--- config.mk ---
export PLATFORM = sky130hd
export DESIGN_NAME = fifo_rr_scheduler
export DESIGN_NICKNAME = d
export VERILOG_FILES = /design/src/rtl/fifo_rr_scheduler.sv
export SDC_FILE = /design/constraint.sdc
export NUM_CORES = 1
export LEC_CHECK = 0
export ABC_AREA = 1
export BUFFER_PORTS_ARGS = -buffer_cell sky130_fd_sc_hd__buf_4
export CORE_ASPECT_RATIO = 0.8
export CORE_MARGIN = 2
export CORE_UTILIZATION = 49
export CTS_CLUSTER_SIZE = 28
export DETAILED_ROUTE_END_ITERATION = 12
export GPL_ROUTABILITY_DRIVEN = 1
export MAX_ROUTING_LAYER = met4
export PLACE_DENSITY = 0.79
export SLEW_MARGIN = 20
export SYNTH_ARGS = -nofsm -noshare
export SYNTH_HDL_FRONTEND = slang
export SYNTH_SLANG_ARGS = --single-unit
--- constraint.sdc ---
create_clock -name clk -period 2.04 [get_ports clk]
set_input_delay 0.204 -clock clk [delete_from_list [all_inputs] [get_ports clk]]
set_output_delay 0.204 -clock clk [all_outputs]
set_load 0.02 [all_outputs]
--- src/rtl/fifo_rr_scheduler.sv ---
// fifo_rr_scheduler: round-robin, burst-limited mover from four source FIFOs
// into one destination FIFO. The read strobe and the pushed word are registered.
//
// Ports:
//   clk                rising-edge clock
//   reset              asynchronous, active-low reset
//   fifo_empty[3:0]    per-source empty flag
//   fifo_almost_empty  per-source flag: the FIFO holds at most one word
//   fifo_error[3:0]    per-source error flag; latches the scheduler in ERROR
//   fifo_data          word of FIFO i at [i*DATA_SIZE +: DATA_SIZE], valid
//                      the cycle after that FIFO's pop
//   out_almost_full    destination almost full (stall)
//   out_pause          destination pause request (stall)
//   fifo_pop[3:0]      one-hot read strobe to the sources
//   out_push/out_data  write strobe and word to the destination, 2 cycles
//                      after the matching pop
//   grant_id           FIFO currently or most recently granted
//   idle               IDLE state and no popped word still travelling
//   sched_error        sticky error, cleared only by reset
module fifo_rr_scheduler #(
   parameter int DATA_SIZE = 8,
   parameter int MAX_BURST = 4
) (
   input  logic                   clk,
   input  logic                   reset,
   input  logic [3:0]             fifo_empty,
   input  logic [3:0]             fifo_almost_empty,
   input  logic [3:0]             fifo_error,
   input  logic [4*DATA_SIZE-1:0] fifo_data,
   input  logic                   out_almost_full,
   input  logic                   out_pause,
   output logic [3:0]             fifo_pop,
   output logic                   out_push,
   output logic [DATA_SIZE-1:0]   out_data,
   output logic [1:0]             grant_id,
   output logic                   idle,
   output logic                   sched_error
);

   localparam logic [1:0] S_IDLE  = 2'd0;
   localparam logic [1:0] S_BURST = 2'd1;
   localparam logic [1:0] S_ERROR = 2'd2;

   logic [1:0]           state_q, state_d;
   logic [3:0]           pop_q, pop_d;
   logic [3:0]           cnt_q, cnt_d;
   logic [1:0]           last_q, last_d;
   logic [1:0]           grant_q, grant_d;
   logic                 err_q, err_d;
   logic                 infl_vld_q;
   logic [1:0]           infl_id_q;
   logic                 push_q;
   logic [DATA_SIZE-1:0] data_q;

   logic       stall;
   logic [3:0] elig;
   logic       pick_vld;
   logic [1:0] pick_id;

   assign stall = out_almost_full | out_pause;

   // A FIFO popped this cycle with only one word left is already drained,
   // even though its empty flag has not caught up yet.
   assign elig = ~fifo_empty & ~(pop_q & fifo_almost_empty);

   // Search last+1, last+2, last+3, then last itself; lowest offset wins.
   always_comb begin
      pick_vld = 1'b0;
      pick_id  = last_q;
      for (int k = 4; k >= 1; k--) begin
         if (elig[last_q + 2'(k)]) begin
            pick_vld = 1'b1;
            pick_id  = last_q + 2'(k);
         end
      end
   end

   always_comb begin
      state_d = state_q;
      pop_d   = 4'b0000;
      cnt_d   = cnt_q;
      last_d  = last_q;
      grant_d = grant_q;
      err_d   = err_q;
      if (|fifo_error) begin
         state_d = S_ERROR;
         err_d   = 1'b1;
      end else begin
         unique case (state_q)
            S_IDLE: begin
               if (!stall && pick_vld) begin
                  pop_d   = 4'b0001 << pick_id;
                  last_d  = pick_id;
                  grant_d = pick_id;
                  cnt_d   = 4'd1;
                  state_d = S_BURST;
               end
            end
            S_BURST: begin
               if (stall) begin
                  pop_d = 4'b0000;
               end else if (elig[grant_q] && (cnt_q < 4'(MAX_BURST))) begin
                  pop_d = 4'b0001 << grant_q;
                  cnt_d = cnt_q + 4'd1;
               end else if (pick_vld) begin
                  pop_d   = 4'b0001 << pick_id;
                  last_d  = pick_id;
                  grant_d = pick_id;
                  cnt_d   = 4'd1;
               end else begin
                  state_d = S_IDLE;
               end
            end
            S_ERROR: begin
               state_d = S_ERROR;
            end
            default: begin
               state_d = S_IDLE;
            end
         endcase
      end
   end

   always_ff @(posedge clk or negedge reset) begin
      if (!reset) begin
         state_q <= S_IDLE;
         pop_q   <= 4'b0000;
         cnt_q   <= 4'd0;
         last_q  <= 2'd3;
         grant_q <= 2'd0;
         err_q   <= 1'b0;
      end else begin
         state_q <= state_d;
         pop_q   <= pop_d;
         cnt_q   <= cnt_d;
         last_q  <= last_d;
         grant_q <= grant_d;
         err_q   <= err_d;
      end
   end

   // Pop cycle -> data cycle (capture) -> push cycle. grant_q names the
   // FIFO being popped whenever pop_q is non-zero.
   always_ff @(posedge clk or negedge reset) begin
      if (!reset) begin
         infl_vld_q <= 1'b0;
         infl_id_q  <= 2'd0;
         push_q     <= 1'b0;
         data_q     <= '0;
      end else begin
         infl_vld_q <= |pop_q;
         infl_id_q  <= grant_q;
         push_q     <= infl_vld_q;
         if (infl_vld_q) begin
            data_q <= fifo_data[infl_id_q*DATA_SIZE +: DATA_SIZE];
         end
      end
   end

   assign fifo_pop    = pop_q;
   assign out_push    = push_q;
   assign out_data    = data_q;
   assign grant_id    = grant_q;
   assign sched_error = err_q;
   assign idle        = (state_q == S_IDLE) && (pop_q == 4'b0000) &&
                        !infl_vld_q;

endmodule

==> impl_metrics.csv <==
group,metric,value,unit
drt,drtIter0Drc,80,
sta,hold_violations,0,
grt,grt_pass1_wl,6.98,mm
power,fin_total_pwr,974,uW
min_path,hp-class,"input port to flip-flop",
drt,routed_wl,4.16,mm
clock_network,worstSkewPairLatency,270,ps
clock_network,ctsResizeCount,0,
floorplan,start_util,50.6,%
clock_network,cts-buffers-inserted,3,
synthesis,synth_enable_flop_cells,0,
final_layout,fin_nets,350,
synthesis,synth_top_area_share,36.7,%
synthesis,yosys_warnings,0,
power,sw_frac_of_total,22.7,%
clock_network,clk_path_buf_depth,2,
floorplan,die_h,56.8,um
worst_setup_path,required,1840,ps
worst_setup_path,crit_slowest_cell,"or4_1",
synthesis,syn_nets,286,
drt,drc,0,
sta,max_freq,552,MHz
worst_setup_path,path_max_fanout,3,
power,p_per_area,430,nW/um^2
drt,antenna_violating_nets_post_route,0,
worst_setup_path,crit_chain,"or4_1 > nor4_1 > buf_4",
synthesis,async_flop_share,100,%
floorplan,die_area,3970,um^2
status,outcome,"finished, final reports clean",
drt,vias,1764,
synthesis,yosysTopAreaCell,"dfrtp_1",
clock_network,h-tree-depth,1,
clock_network,cts_tree,"done",
sta,post-route-period-util,88.9,%
sta,finalSetupViolCount,0,
synthesis,syn_area_per_cell,7.20,um^2
placed_design,gp_congestion,0.926,
sta,fin_tns_setup,0,ps
floorplan,coreArea,3380,um^2
drt,routedWlPerCell,12.2,um
power,p_seq_share,54.9,%
drt,dr.pass1.iters,4,
worst_setup_path,worst_setup_path_start_kind,"flip-flop",
flow_run,maxCapViolations,0,
worst_setup_path,critPathCaptureType,"output pin",
sta,min_period,1810,ps
grt,grt_util_all_layers,22.0,%
synthesis,ys_ff_latch,27,
synthesis,synth_area,1710,um^2
power,clkPwrFrac,30.5,%
power,internal_power,753,uW
sta,tightestPinTransition,537,ps
synthesis,synth.area.top_cells,"dfrtp_1, nand2_1, nor2_1",
power,p_leak,1.10,nW
clock_network,clock-sinks,27,
worst_setup_path,path_class,"flip-flop to output pin",
final_layout,n_antenna_cell,0,
sta,rsz0062_at_grt,"no",
floorplan,io_pins,65,
synthesis,yosysSeqAreaShare,39.7,%
floorplan,fp.dieW,70.0,um
power,ir_worst_vdd,0.360,mV
final_layout,mostFrequentLayoutCell,"buf_4",
sta,fin_skew,0.854,ps
placed_design,hpwl,3.29,mm
placed_design,port_buffers,64,
synthesis,synth_cell_types,32,
sta,slew_headroom,64.2,%
grt,grt_pass1_vias,1597,
worst_setup_path,worstPathArrival,1610,ps
floorplan,rows,19,
sta,drv_slew,0,
grt,grt-ovfl-total,0,
power,combPwrFrac,14.6,%
final_layout,final_cell_mix,"buf_4, nand2_1, nor2_1",
synthesis,syn_inst,237,
clock_network,cts-root-buf,"clkbuf_8",
grt,antenna_found_initial,0,
worst_setup_path,max_stage_delay,570,ps
synthesis,synth_ff_type,"dfrtp_1",
clock_network,clk_pin_slew,90,ps
power,p_sw,221,uW
drt,via_per_inst,5.16,
grt,grt_start_max_net_pins,28,
final_layout,layout-drive-gt1-share,31.3,%
final_layout,syn_to_final_growth,32.8,%
## layout make-up
class / count / area [um^2]
Inverter: 16 / 65.1
Clock buffer: 4 / 45.0
Sequential cell: 27 / 678
Tap cell: 42 / 52.6
Fill cell: 301 / 1110
Multi-Input combinational cell: 187 / 928
Timing Repair Buffer: 66 / 498
## Yosys cell counts (2+ instances only)
master    number
nand2_2        5
a21oi_1        5
nand2_1       54
nand3_2        4
nor2_1        52
inv_1         12
dfstp_2        2
nand3_1       23
o21ai_0       20
clkbuf_1       5
a31oi_1        8
inv_2          3
dfrtp_1       25
## cells by family (layout without fill, tap and decap cells)
group / after synthesis / in the layout / share of synthesized area (%)
simple gates: 149 / 149 / 40.8
compound gates: 37 / 37 / 12.8
flops: 27 / 27 / 39.7
buf+inv: 23 / 86 / 5.86
fa+ha+maj: 1 / 1 / 0.733
## final timing paths
| check | cells past startpoint | from | slack, ps | to |
|---|---|---|---|---|
| max | 3 | fifo_pop[3] | 230 | idle |
| min | 3 | fifo_error[2] | 150 | state_q[1] |
| max in group asynchronous | 2 | reset | 1340 | last_q[0] |
| max reg2reg | 8 | last_q[0] | 280 | cnt_q[0] |
| min in group asynchronous | 2 | reset | 390 | out_data[1] |
| min reg2reg | 2 | cnt_q[2] | 480 | cnt_q[2] |
## critical path, delay by kind of cell (launching register included)
kind	cells	cell delay, ps
simple gates	2	750
flops	1	410
buf+inv	1	190
## flip-flops by register name (all words and copies together), names as in the netlist
register	count
cnt_q	4
out_push	1
sched_error	1
state_q	2
grant_id	2
fifo_pop	4
out_data	8
infl_vld_q	1
infl_id_q	2
last_q	2
## power by group through the flow
stage	Sequential [mW]	Clock, mW	Combinational, mW
floorplan	0.546	0	0.0518
global placement	0.545	0	0.139
detailed placement	0.545	0	0.140
CTS	0.535	0.305	0.142
global route	0.535	0.323	0.159
finish	0.535	0.298	0.142
## layer usage
layer | part of all wire [%] | up-vias | GRT usage [%]
met2 | 46 | 57 | 35.5
met3 | 6.7 | 2 | 5.03
met1 | 47 | 803 | 30.1
met4 | 0.22 | 0 | 1.65
li1 | - | 902 | -
met5 | 0 | - | -
## repair_timing
action / 4_1_cts / 5_1_grt
setup buffers: 0 / 0
hold endpoints to repair: 25 / 0
hold buffers: 1 / 0
## stage by stage
| step | std cells | hold WS [ps] | setup slack [ps] | utilization, % | cell area, um^2 |
|---|---|---|---|---|---|
| 2_1_floorplan | 237 | -91.6 | 202 | - | 1710 |
| 3_3_place_gp | 337 | 133 | 312 | 65.5 | 2210 |
| 3_5_place_dp | 337 | 130 | 294 | 65.5 | 2210 |
| 4_1_cts | 342 | 150 | 199 | 67.2 | 2270 |
| 5_1_grt | 342 | 184 | 143 | 67.2 | 2270 |
| 6_report | 342 | 153 | 227 | 67.2 | 2270 |
Note: power is estimated with default switching activity, not from simulation.
